<file path="src/rtl/timer_core.sv">
// Timer engine: 1us prescaler, 1ms divider and three 16-bit reloadable down-counters
// that raise a one-cycle interrupt on expiry.
module timer_core #(
  parameter int unsigned NUM_US_PER_MS = 1000
) (
  input  logic        mclk,
  input  logic        h_reset,
  input  logic [9:0]  cfg_pulse_1us,
  input  logic [2:0]  cfg_timer_update,
  input  logic [18:0] cfg_timer0,
  input  logic [18:0] cfg_timer1,
  input  logic [18:0] cfg_timer2,
  output logic        pulse_1us,
  output logic        pulse_1ms,
  output logic [2:0]  timer_intr,
  output logic [2:0]  timer_busy
);

  localparam logic [9:0] MS_LAST = 10'(NUM_US_PER_MS - 1);

  logic [9:0]        us_cnt_q, us_cnt_d;
  logic              pulse_1us_q, pulse_1us_d;
  logic [9:0]        ms_cnt_q, ms_cnt_d;
  logic              pulse_1ms_q, pulse_1ms_d;
  logic [2:0][15:0]  cnt_q, cnt_d;
  logic [2:0]        run_q, run_d;
  logic [2:0]        intr_q, intr_d;
  logic [2:0][18:0]  cfg_all;
  logic [2:0]        tick;

  assign cfg_all = {cfg_timer2, cfg_timer1, cfg_timer0};

  // A count above the (possibly just lowered) limit is treated as terminal.
  always_comb begin
    us_cnt_d    = us_cnt_q + 10'd1;
    pulse_1us_d = 1'b0;
    if (us_cnt_q >= cfg_pulse_1us) begin
      us_cnt_d    = '0;
      pulse_1us_d = 1'b1;
    end
  end

  always_comb begin
    ms_cnt_d    = ms_cnt_q;
    pulse_1ms_d = 1'b0;
    if (pulse_1us_q) begin
      if (ms_cnt_q >= MS_LAST) begin
        ms_cnt_d    = '0;
        pulse_1ms_d = 1'b1;
      end else begin
        ms_cnt_d = ms_cnt_q + 10'd1;
      end
    end
  end

  always_comb begin
    tick = '0;
    for (int i = 0; i < 3; i++) begin
      tick[i] = cfg_all[i][16] ? pulse_1ms_q : pulse_1us_q;
    end
  end

  // A load strobe wins over a coincident tick, which is dropped.
  always_comb begin
    cnt_d  = cnt_q;
    run_d  = run_q;
    intr_d = '0;
    for (int i = 0; i < 3; i++) begin
      if (cfg_timer_update[i]) begin
        cnt_d[i] = cfg_all[i][15:0];
        run_d[i] = cfg_all[i][18];
      end else if (run_q[i] && tick[i]) begin
        if (cnt_q[i] != 16'd0) begin
          cnt_d[i] = cnt_q[i] - 16'd1;
        end else begin
          intr_d[i] = 1'b1;
          if (cfg_all[i][17]) begin
            cnt_d[i] = cfg_all[i][15:0];
          end else begin
            run_d[i] = 1'b0;
          end
        end
      end
    end
  end

  always_ff @(posedge mclk) begin
    if (h_reset) begin
      us_cnt_q    <= '0;
      pulse_1us_q <= 1'b0;
      ms_cnt_q    <= '0;
      pulse_1ms_q <= 1'b0;
      cnt_q       <= '0;
      run_q       <= '0;
      intr_q      <= '0;
    end else begin
      us_cnt_q    <= us_cnt_d;
      pulse_1us_q <= pulse_1us_d;
      ms_cnt_q    <= ms_cnt_d;
      pulse_1ms_q <= pulse_1ms_d;
      cnt_q       <= cnt_d;
      run_q       <= run_d;
      intr_q      <= intr_d;
    end
  end

  assign pulse_1us  = pulse_1us_q;
  assign pulse_1ms  = pulse_1ms_q;
  assign timer_intr = intr_q;
  assign timer_busy = run_q;

endmodule

</file>
<file path="config.mk">
export PLATFORM = sky130hd
export DESIGN_NAME = timer_core
export DESIGN_NICKNAME = d
export VERILOG_FILES = /design/src/rtl/timer_core.sv
export SDC_FILE = /design/constraint.sdc
export NUM_CORES = 1
export LEC_CHECK = 0
export ABC_AREA = 1
export CORE_UTILIZATION = 59
export CTS_CLUSTER_DIAMETER = 50
export CTS_CLUSTER_SIZE = 16
export DETAILED_ROUTE_END_ITERATION = 8
export HOLD_SLACK_MARGIN = 0.05
export PLACE_DENSITY_LB_ADDON = 0.3
export SETUP_SLACK_MARGIN = 0.02
export SLEW_MARGIN = 20
export SYNTH_ARGS = -nofsm -noshare
export SYNTH_HDL_FRONTEND = slang
export SYNTH_SLANG_ARGS = --single-unit
</file>
<file path="constraint.sdc">
create_clock -name mclk -period 3.6 [get_ports mclk]
set_clock_uncertainty 0.15 [all_clocks]
set_input_delay 1.08 -clock mclk [delete_from_list [all_inputs] [get_ports mclk]]
set_output_delay 1.08 -clock mclk [all_outputs]
set_load 0.1 [all_outputs]
</file>
* Word-level counts from Yosys, hierarchy flattened
Cells that the tools add are included.
** Storage, ports and cells
- Register bits :: 76
- Input port bits :: 72
- Output and inout port bits :: 8
- Word-level logic and storage cells :: 86
** Operators by class
- Bitwise gates (word level) :: 4
- Add/subtract/negate cells :: 5
- Reduce and logical (&&, ||, !) cells :: 23
- Mux-type cells :: 33
- Eq/ne operators :: 6
- Order comparisons :: 2
** Operator list (count)
- $mux 16 :: 12
- $reduce_bool 16->1 :: 3
- $sub 16x1->16 const B :: 3
- $add 10x1->10 const B :: 2
- $mux 1 :: 20
- $ne 2x2->1 const B :: 6
- $ge 10x10->1 :: 1
- $ge 10x10->1 const B :: 1
- $mux 10 :: 1
- $reduce_and 3->1 :: 3
- $reduce_bool 3->1 :: 3
- $reduce_or 3->1 :: 3
- $reduce_and 2->1 :: 3
- $reduce_bool 2->1 :: 3
- $not 1->1 :: 4
- $reduce_or 2->1 :: 2
- $logic_and 1x1->1 :: 3

* Depth between registers and ports, before layout
Gate-level depths: netlist (run 1).
- Depth in word-level cells :: 4
- Gate-level depth with buffers :: 11
- Depth with buffers taken out :: 11

* Least setup slack after synthesis (run 1)
Ideal clock, no wire load.
- Path kind :: input -> register
- Start :: input cfg_pulse_1us[3]
- End :: register us_cnt_q[4]
- Cell stages on the path :: 11
- Setup time :: 72 ps
- Required time :: 3378 ps
- Buffers on the path :: 0
- Arrival time :: 2120 ps
- Slack :: 1258 ps
- Cells stage by stage :: inv_1 -> ha_1 -> nand2_1 -> inv_1 -> o21bai_1 -> nand2_1 -> nand2_1 -> nand3_1 -> nor2_1 -> nand2_1 -> a21oi_1
** On the way
- Cells in the longest elaborated chain, start to end :: 2
** RTL lines
- start, declared :: RTL line 8 : input logic [9:0] cfg_pulse_1us,
- $ge 10x10->1 :: RTL line 37 : if (us_cnt_q >= cfg_pulse_1us) begin
- $reduce_or 2->1 (no source line)
- end signal, assigned :: RTL line 97 : us_cnt_q <= us_cnt_d;
- end, declared :: RTL line 21 : logic [9:0] us_cnt_q, us_cnt_d;
No other way between the ends.
A chain may end at the register's enable or synchronous reset.

* Worst setup path after layout (run 1)
Ends and elaborated chain as after synthesis.

==> results by group, run 1 <==
Clock network
  • Sink Count: 76
  • H-tree Lvls: 3
  • Post-CTS setup repair buffer count: 0
  • Post-CTS Resized: 0
  • CTS max path bufs: 2
  • CTS buffer count: 9
  • Clk root buf: clkbuf_8
  • Reg clk slew, reported paths: 80 ps
  • CTS tree: yes
  • Hold_buf cts: 0
  • Skew-Pair Late Insertion Delay: 350 ps

Worst setup path
  • Largest delay contributor family on the critical path: simple AND/OR/NAND/NOR gates
  • Crit path kind: in -> reg
  • Required @ worst endpoint: 3740 ps
  • Worst Setup Start Kind: input pin
  • Arr. time, crit path: 2790 ps
  • Setup crit end kind: flip-flop
  • R2r setup slk: 1540 ps
  • Cell repeated most along the worst path: nand2_1
  • CP max stage delay: 450 ps
  • Slowest CP cell: clkdlybuf4s50_1
  • Total buffers and inverters traversed by the critical path: 3
  • Worst path cell trace: clkdlybuf4s50_1, inv_1, ha_1, nand2_1, inv_1, o21bai_1, nand2_1, nand2_1, nand3_1, nor2_1, nand2_1, a21oi_1
  • Max FO, Critical Path: 10

STA
  • Slew HR: 0.627
  • RSZ-0062 raised after global routing: no
  • Fmax: 378 MHz
  • Max-slew violation count: 0
  • Final worst slack: 951 ps
  • Tcrit/Tclk final: 0.736
  • Worst-Margin Slew: 559 ps
  • Final-report setup violation count: 0
  • Fin. Hold Viols: 0
  • Setup total negative slack: 0 ps
  • Minimum clock period: 2650 ps
  • Hold WS: 317 ps

Pwr
  • Cell Pwr Density: 421 nW/um2
  • LEAKAGE: 2.88 nW
  • VDD IR max: 0.286 mV

Yosys
  • Post-Synthesis Cells: 832
  • Avg Inst Size Synth: 6.22 um2
  • Cell Area, Synth: 5170 um2
  • Post-synth EDFFs: 0
  • Synth Flop Type: dfxtp_1
  • Synth top area share: 0.294
  • Register area share after synthesis: 0.294
  • Ys Warns: 0
  • Distinct cells, synth: 34
  • Post-synth top cells: 245 x nand2_1, 108 x nor2_1, 96 x inv_1
  • Synth top area cells: dfxtp_1 29%, nand2_1 18%, nor2_1 7.8%
  • Flops & latches, synth: 76
  • Leading area contributor after synthesis: dfxtp_1
  • Mapped Nets: 922
  • Top-count cell post-synth: nand2_1
  • Asr flop ratio synth: 0

Placed design
  • RePlAce Congestion: 1.00
  • DP HPWL: 9020 um
  • PortBufs: 79
  • Dpl ws: 591 ps

Route
  • DRT antenna net count: 0
  • Remaining DRCs: 0
  • Total number of vias: 5,323
  • Detailed router's first-iteration violation count: 340
  • Vias per std cell: 5.26
  • Initial DRT Pass Iterations: 5
  • WL per Instance: 12.3 um
  • Final wirelength: 12,400 um

Floorplanning
  • Die area: 9150 um2
  • Die X: 95.7 um
  • Num ports: 80
  • Die extent in y: 95.7 um
  • Core ar.: 8340 um2
  • Rows: 33
  • Initial Utilization: 0.620

Finish
  • Net count, final: 992
  • Area Overhead vs Synth: 19.3%
  • Area of the multi-input gates: 3110 um2
  • Final core utilization: 0.740
  • Antenna diodes: 0
  • FF+latch area: 1520 um2
  • Fraction of layout instances using a drive strength above 1: 0.0805
  • Number of filler cells placed in the layout: 673

Global routing
  • GRT Total Usage: 0.288
  • Initial antenna violation count: 0
  • Met3 Track Usage GR: 0.0455
  • Vias in the first global route: 4,971
  • Grt peak-use layer: met2
  • Gr ovfl total: 0
  • Largest net degree at the start of global routing: 50
  • Met2 usage: 0.501
  • Global Route met1 Usage: 0.348
  • First-pass GRT wire length: 21,000 um

Run status
  • Outcome: finished clean

Hold path
  • Hold Crit Class: reg -> reg

Job
  • Max Cap Viol: 0
==> registers in the layout (all words and copies together) (netlist names) <==
name        cells
cnt_q          48
ms_cnt_q       10
pulse_1ms       1
pulse_1us       1
timer_busy      3
timer_intr      3
us_cnt_q       10
==> worst register-to-register path, delay by kind of cell, from the launching register on <==
kind | cells | cell delay (ps)
simple gates | 4 | 610
buf+inv | 2 | 370
flops | 1 | 340
compound gates | 2 | 270
fa+ha+maj | 1 | 220
==> cells in the final DEF (no fill, tap or decap), types with 3 or more instances in the layout <==
cell / count
or2_2: 3
nor3_1: 7
buf_4: 9
inv_2: 9
nor2_2: 12
xnor2_1: 9
nand2_1: 245
a21oi_1: 64
o21ai_0: 13
dfxtp_1: 76
o21ai_1: 9
nand3_1: 77
clkbuf_8: 9
inv_1: 96
bufinv_16: 3
ha_1: 18
nor3b_1: 3
nand4_1: 8
nor2_1: 108
o211ai_1: 7
xor2_1: 8
nand2_2: 7
nor2_4: 8
nand2_4: 5
clkdlybuf4s50_1: 70
nor4_1: 4
nand3b_1: 7
==> cells by family (layout without fill, tap and decap cells) <==
| group | Yosys count | count (layout) | share of synthesized area |
|---|---|---|---|
| XOR/XNOR | 17 | 17 | 0.0288 |
| AND/OR/NAND/NOR | 496 | 496 | 0.427 |
| AO/OA/AOI/OAI | 98 | 98 | 0.102 |
| adder cells (fa/ha/maj) | 18 | 18 | 0.0435 |
| flip-flops | 76 | 76 | 0.294 |
| buffers and inverters | 127 | 202 | 0.105 |
==> power breakdown <==
part	internal, mW	leakage (nW)	switching [mW]
Clock	0.462	0.117	0.325
Combinational	0.323	2.14	0.509
Sequential	0.903	0.623	0.0773
==> through the flow <==
| step | instances | total power, mW | instance area [um2] |
|---|---|---|---|
| final | 1012 | 2.60 | 6170 |
| after global routing | 1012 | 2.77 | 6170 |
| after CTS | 1012 | 2.60 | 6170 |
| after detailed placement | 996 | 1.82 | 5930 |
| after global placement | 996 | 1.79 | 5930 |
| after floorplan | 832 | 1.62 | 5170 |
==> path summary, 6_finish.rpt <==
check,from,end,cells past startpoint
worst max-delay path,cfg_pulse_1us[3],us_cnt_q[4]$_SDFF_PP0_,12
worst min-delay path,ms_cnt_q[9]$_SDFFE_PP0P_,ms_cnt_q[9]$_SDFFE_PP0P_,2
worst max register to register,cnt_q[0]$_SDFFE_PP0P_,cnt_q[0]$_SDFFE_PP0P_,9
worst min register to register,ms_cnt_q[9]$_SDFFE_PP0P_,ms_cnt_q[9]$_SDFFE_PP0P_,2
==> layout make-up <==
class | instances | area share
tap | 105 | 0.0213
timing repair buffer | 80 | 0.125
inverter | 106 | 0.0645
clock inverter | 6 | 0.0180
multi-input combinational | 629 | 0.504
sequential | 76 | 0.246
clock buffer | 10 | 0.0207
==> routing by layer <==
metal / routed length, um / vias to the layer above / part of all wire
li1: - / 2773 / -
met1: 5250 / 2339 / 0.42
met2: 6100 / 184 / 0.49
met3: 816 / 27 / 0.066
met4: 255 / 0 / 0.021
met5: 0 / - / 0
No activity file was read; power rests on OpenSTA's default activity.
==> inputs of run 2 (changes only) <==
- CORE_UTILIZATION: 59 -> 55
- clock period: 3.6 -> 2.5 ns (I/O delays scaled with it)
==> results by group, run 2 (synthesis results as in run 1) <==
Global routing
  • First-pass GRT wire length: 22,600 um
  • Largest net degree at the start of global routing: 50
  • GRT Total Usage: 0.282
  • Vias in the first global route: 5,323
  • Gr ovfl total: 0
  • Initial antenna violation count: 0

Finish
  • Max reg flops: 48
  • Regs by FF count: cnt_q x48, ms_cnt_q x10, us_cnt_q x10
  • Most common cell after layout, fill and taps aside: nand2_1
  • Area Overhead vs Synth: 20.9%
  • Antenna diodes: 0
  • Net count, final: 1,005
  • Number of filler cells placed in the layout: 838
  • Fraction of layout instances using a drive strength above 1: 0.0946
  • Reg with most FFs: cnt_q
  • Commonest non-fill, non-tap cells in the layout: 244 x nand2_1, 108 x nor2_1, 96 x inv_1

Clock network
  • H-tree Lvls: 3
  • CTS buffer count: 9
  • Hold_buf cts: 0
  • Sink Count: 76
  • Skew-Pair Late Insertion Delay: 360 ps
  • Clk root buf: clkbuf_8
  • CTS tree: yes
  • Reg clk slew, reported paths: 90 ps
  • CTS max path bufs: 2

Placed design
  • DP HPWL: 9670 um
  • PortBufs: 79
  • RePlAce Congestion: 0.944

Worst setup path
  • CP max stage delay: 460 ps
  • Largest delay contributor family on the critical path: buffers and inverters
  • Arr. time, crit path: 2410 ps
  • Crit. Startpoint: cfg_pulse_1us[3]
  • Total buffers and inverters traversed by the critical path: 3
  • Worst flop-to-flop path startpoint: cnt_q[0]$_SDFFE_PP0P_
  • Crit path kind: in -> reg
  • Max FO, Critical Path: 10
  • Required @ worst endpoint: 2630 ps
  • FF-to-FF path depth: 10
  • Slowest CP cell: clkdlybuf4s50_1
  • Cell repeated most along the worst path: nand2_1
  • R2r setup slk: 570 ps
  • Worst flop-to-flop path endpoint: cnt_q[14]$_SDFFE_PP0P_
  • Worst path cell trace: clkdlybuf4s50_1, inv_1, ha_1, nand2_1, inv_1, o21bai_1, nand2_1, nand2_1, nand3_1, nor2_1, nand2_2, a21oi_1
  • Setup crit end kind: flip-flop
  • Worst Setup Start Kind: input pin

Route
  • Final wirelength: 13,100 um
  • Initial DRT Pass Iterations: 5
  • Detailed router's first-iteration violation count: 218
  • Vias per std cell: 5.30
  • WL per Instance: 12.7 um
  • DRT antenna net count: 0
  • Total number of vias: 5,464
  • Remaining DRCs: 0

Pwr
  • Total power: 3.62 mW
  • Cell Pwr Density: 578 nW/um2
  • VDD IR max: 0.276 mV
  • LEAKAGE: 2.93 nW

Floorplanning
  • Die extent in y: 99 um
  • Die X: 99 um
  • Rows: 35
  • Num ports: 80
  • Initial Utilization: 0.563
  • Die area: 9800 um2
  • Core ar.: 9200 um2

STA
  • Slew HR: 0.616
  • Fin. Hold Viols: 0
  • Worst-Margin Slew: 576 ps
  • Hold WS: 322 ps
  • Minimum clock period: 2280 ps
  • Final-report setup violation count: 0
  • Max-slew violation count: 0
  • RSZ-0062 raised after global routing: no
  • Tcrit/Tclk final: 0.910
  • Fmax: 439 MHz

Job
  • Max Cap Viol: 0

Run status
  • Outcome: finished clean

Hold path
  • Hold Crit Class: reg -> reg
  • Worst hold path startpoint: ms_cnt_q[9]$_SDFFE_PP0P_
  • Hold depth: 2
  • Worst hold endpoint: ms_cnt_q[9]$_SDFFE_PP0P_
-- run 2: report_power, final --
| part | switching [mW] | leakage [nW] | internal [mW] | total, mW |
|---|---|---|---|---|
| Clock | 0.457 | 0.102 | 0.513 | 0.970 |
| Sequential | 0.113 | 0.623 | 1.30 | 1.41 |
| Combinational | 0.746 | 2.20 | 0.487 | 1.23 |
| Total | 1.32 | 2.93 | 2.30 | 3.62 |
-- run 2: area by class of cell --
| type | instances | area (um2) | area share |
|---|---|---|---|
| clock inverters | 4 | 47.5 | 0.00760 |
| clock buffers | 12 | 155 | 0.0248 |
| flip-flops and latches | 76 | 1520 | 0.243 |
| repair buffers | 93 | 883 | 0.141 |
| multi-input cells | 629 | 3110 | 0.498 |
| well taps | 111 | 139 | 0.0222 |
| inverters | 106 | 398 | 0.0636 |
-- run 2: timing repair --
item / 4_1_cts / 5_1_grt
endpoints found under the hold margin: 0 / 0
endpoints found under the setup margin: 0 / 1
gates resized for setup: 0 / 1
buffers inserted: 0 / 0
-- run 2: worst min-delay path, stage by stage (launching register included) --
cell,delay (ps)
dfxtp_1,310
inv_1,60
a21oi_1,60
-- run 2: worst max path at each step --
stage                                        end  cells after the start
final                     us_cnt_q[4]$_SDFF_PP0_                     12
after global routing      us_cnt_q[4]$_SDFF_PP0_                     12
after detailed placement  us_cnt_q[4]$_SDFF_PP0_                     12
after floorplan           cnt_q[17]$_SDFFE_PP0P_                      9
after CTS                 us_cnt_q[4]$_SDFF_PP0_                     12
after global placement    us_cnt_q[8]$_SDFF_PP0_                     12
-- run 2: metal layers --
metal	share of wire	vias up	wire length (um)	GRT usage
met1	0.43	2474	5580	0.324
met4	0.018	0	238	0.0976
met3	0.056	27	738	0.0560
met5	0	-	0	0
li1	-	2802	-	-
met2	0.50	161	6560	0.517
-- run 2: stage by stage --
| stage | cell area [um2] | setup slack [ps] | TNS [ps] | std cells | utilization |
|---|---|---|---|---|---|
| after CTS | 6250 | 164 | 0 | 1031 | 0.680 |
| final | 6260 | 224 | 0 | 1031 | 0.680 |
| after global placement | 6050 | -93.9 | -719 | 1015 | 0.658 |
| after global routing | 6260 | 107 | 0 | 1031 | 0.680 |
| after detailed placement | 6050 | -191 | -1390 | 1015 | 0.658 |
| after floorplan | 5170 | 221 | 0 | 832 | - |
==> inputs of run 3 (changes only) <==
- clock period: 2.5 -> 2.2 ns (I/O delays scaled with it)
==> results by group, run 3 (synthesis results as in run 1) <==
Run status
  • Outcome: finished clean

Finish
  • Fin cells: 1,046
  • Regs by FF count: cnt_q x48, ms_cnt_q x10, us_cnt_q x10
  • Area of the multi-input gates: 3210 um2
  • FF+latch area: 1520 um2
  • Max reg flops: 48
  • Reg with most FFs: cnt_q
  • Fraction of layout instances using a drive strength above 1: 0.128
  • Area Overhead vs Synth: 27.5%
  • Final core utilization: 0.718
  • Antenna diodes: 0
  • Commonest non-fill, non-tap cells in the layout: 243 x nand2_1, 102 x nor2_1, 94 x inv_1
  • Net count, final: 1,020
  • Most common cell after layout, fill and taps aside: nand2_1
  • Number of filler cells placed in the layout: 764
  • Fin area: 6600 um2

STA
  • Fmax: 475 MHz
  • Worst-Margin Slew: 578 ps
  • Max-slew violation count: 0
  • Slew HR: 0.615
  • Minimum clock period: 2110 ps
  • Setup total negative slack: 0 ps
  • Tcrit/Tclk final: 0.957
  • Final-report setup violation count: 0
  • Fin. Hold Viols: 0

Clock network
  • CTS tree: yes
  • Hold_buf cts: 0
  • Sink Count: 76
  • CTS max path bufs: 2
  • H-tree Lvls: 3
  • Reg clk slew, reported paths: 90 ps
  • CTS buffer count: 9
  • Skew-Pair Late Insertion Delay: 360 ps
  • Post-CTS setup repair buffer count: 0
  • Clk root buf: clkbuf_8

Route
  • Final wirelength: 13,100 um
  • Total number of vias: 5,566
  • Vias per std cell: 5.32
  • Initial DRT Pass Iterations: 5
  • WL per Instance: 12.5 um
  • Remaining DRCs: 0
  • Detailed router's first-iteration violation count: 269
  • DRT antenna net count: 0

Floorplanning
  • Rows: 35
  • Die area: 9800 um2
  • Die extent in y: 99 um
  • Num ports: 80
  • Die X: 99 um
  • Initial Utilization: 0.563
  • Core ar.: 9200 um2

Worst setup path
  • Required @ worst endpoint: 2350 ps
  • Setup crit end kind: flip-flop
  • Setup crit end: us_cnt_q[4]$_SDFF_PP0_
  • Worst Setup Start Kind: input pin
  • Arr. time, crit path: 2250 ps
  • Max FO, Critical Path: 5
  • Worst flop-to-flop path startpoint: cnt_q[0]$_SDFFE_PP0P_
  • Crit. Startpoint: cfg_pulse_1us[2]
  • Worst flop-to-flop path endpoint: cnt_q[14]$_SDFFE_PP0P_
  • FF-to-FF path depth: 10
  • R2r setup slk: 330 ps
  • Crit path kind: in -> reg

Global routing
  • Initial antenna violation count: 0
  • GRT Total Usage: 0.277
  • First-pass GRT wire length: 22,300 um
  • Largest net degree at the start of global routing: 50
  • Vias in the first global route: 5,375
  • Gr ovfl total: 0

Pwr
  • Cell Pwr Density: 644 nW/um2
  • LEAKAGE: 3.06 nW
  • VDD IR max: 0.385 mV

Hold path
  • Hold depth: 2
  • Hold Crit Class: reg -> reg

Placed design
  • DP HPWL: 9640 um
  • DP Area: 6270 um2
  • Cell count after placement: 1,029
  • RePlAce Congestion: 0.934
  • PortBufs: 79

Job
  • Max Cap Viol: 0
run 3: cell types whose count changed in the layout (fill, tap and decap cells not counted), sizes merged:
cell | before | now
clkdlybuf4s50 | 70 | 67
bufinv | 1 | 2
dlymetal6s2s | 0 | 3
clkinvlp | 1 | 2
clkbuf | 12 | 10
buf | 23 | 37
nand2 | 258 | 259
run 3: worst max-delay path, stage by stage:
cell	delay, ps
clkdlybuf4s50_1	470
inv_1	50
ha_1	180
nand2_1	60
inv_1	40
o21bai_1	140
nand2_1	70
nand2_1	80
nand3_2	100
nor2_4	200
nand2_4	100
a21oi_2	110
run 3: how the worst min path moves through the flow:
stage	endpoint	startpoint
6_report	ms_cnt_q[9]$_SDFFE_PP0P_	ms_cnt_q[9]$_SDFFE_PP0P_
3_3_place_gp	us_cnt_q[0]$_SDFF_PP0_	us_cnt_q[0]$_SDFF_PP0_
2_1_floorplan	us_cnt_q[0]$_SDFF_PP0_	us_cnt_q[0]$_SDFF_PP0_
3_5_place_dp	ms_cnt_q[9]$_SDFFE_PP0P_	ms_cnt_q[9]$_SDFFE_PP0P_
4_1_cts	ms_cnt_q[9]$_SDFFE_PP0P_	ms_cnt_q[9]$_SDFFE_PP0P_
5_1_grt	ms_cnt_q[9]$_SDFFE_PP0P_	ms_cnt_q[9]$_SDFFE_PP0P_
run 3: power breakdown:
group	switching (mW)	internal [mW]	leakage [nW]
Clock	0.560	0.639	0.102
Combinational	0.856	0.593	2.34
Sequential	0.127	1.48	0.624
Total	1.54	2.71	3.06
run 3: layout make-up:
cell class              instances  share of cell area
multi-input cells             630               0.487
flip-flops and latches         76               0.231
repair buffers                107               0.168
inverters                     106              0.0603
well taps                     111              0.0210
clock buffers                  10              0.0193
clock inverters                 6              0.0135
run 3: layer usage:
layer / global-route usage / up-vias / share of wire
met5: 0 / - / 0
met4: 0.108 / 0 / 0.017
met3: 0.0411 / 20 / 0.050
met2: 0.506 / 162 / 0.50
met1: 0.323 / 2549 / 0.44
li1: - / 2835 / -
run 3: repair_timing:
action                                 4_1_cts  5_1_grt
cloned                                       0        1
pin swaps                                    0        8
gates resized for setup                      1       23
setup endpoints to repair                    8       11
endpoints found under the hold margin        0        0
run 3: per-stage QoR:
stage	power [mW]	hold slack [ps]	setup WS, ps
after global placement	3.01	293	-299
after floorplan	2.65	280	117
final	4.25	311	94.5
after CTS	4.24	317	33.7
after global routing	4.52	344	-36.0
after detailed placement	3.05	303	-393
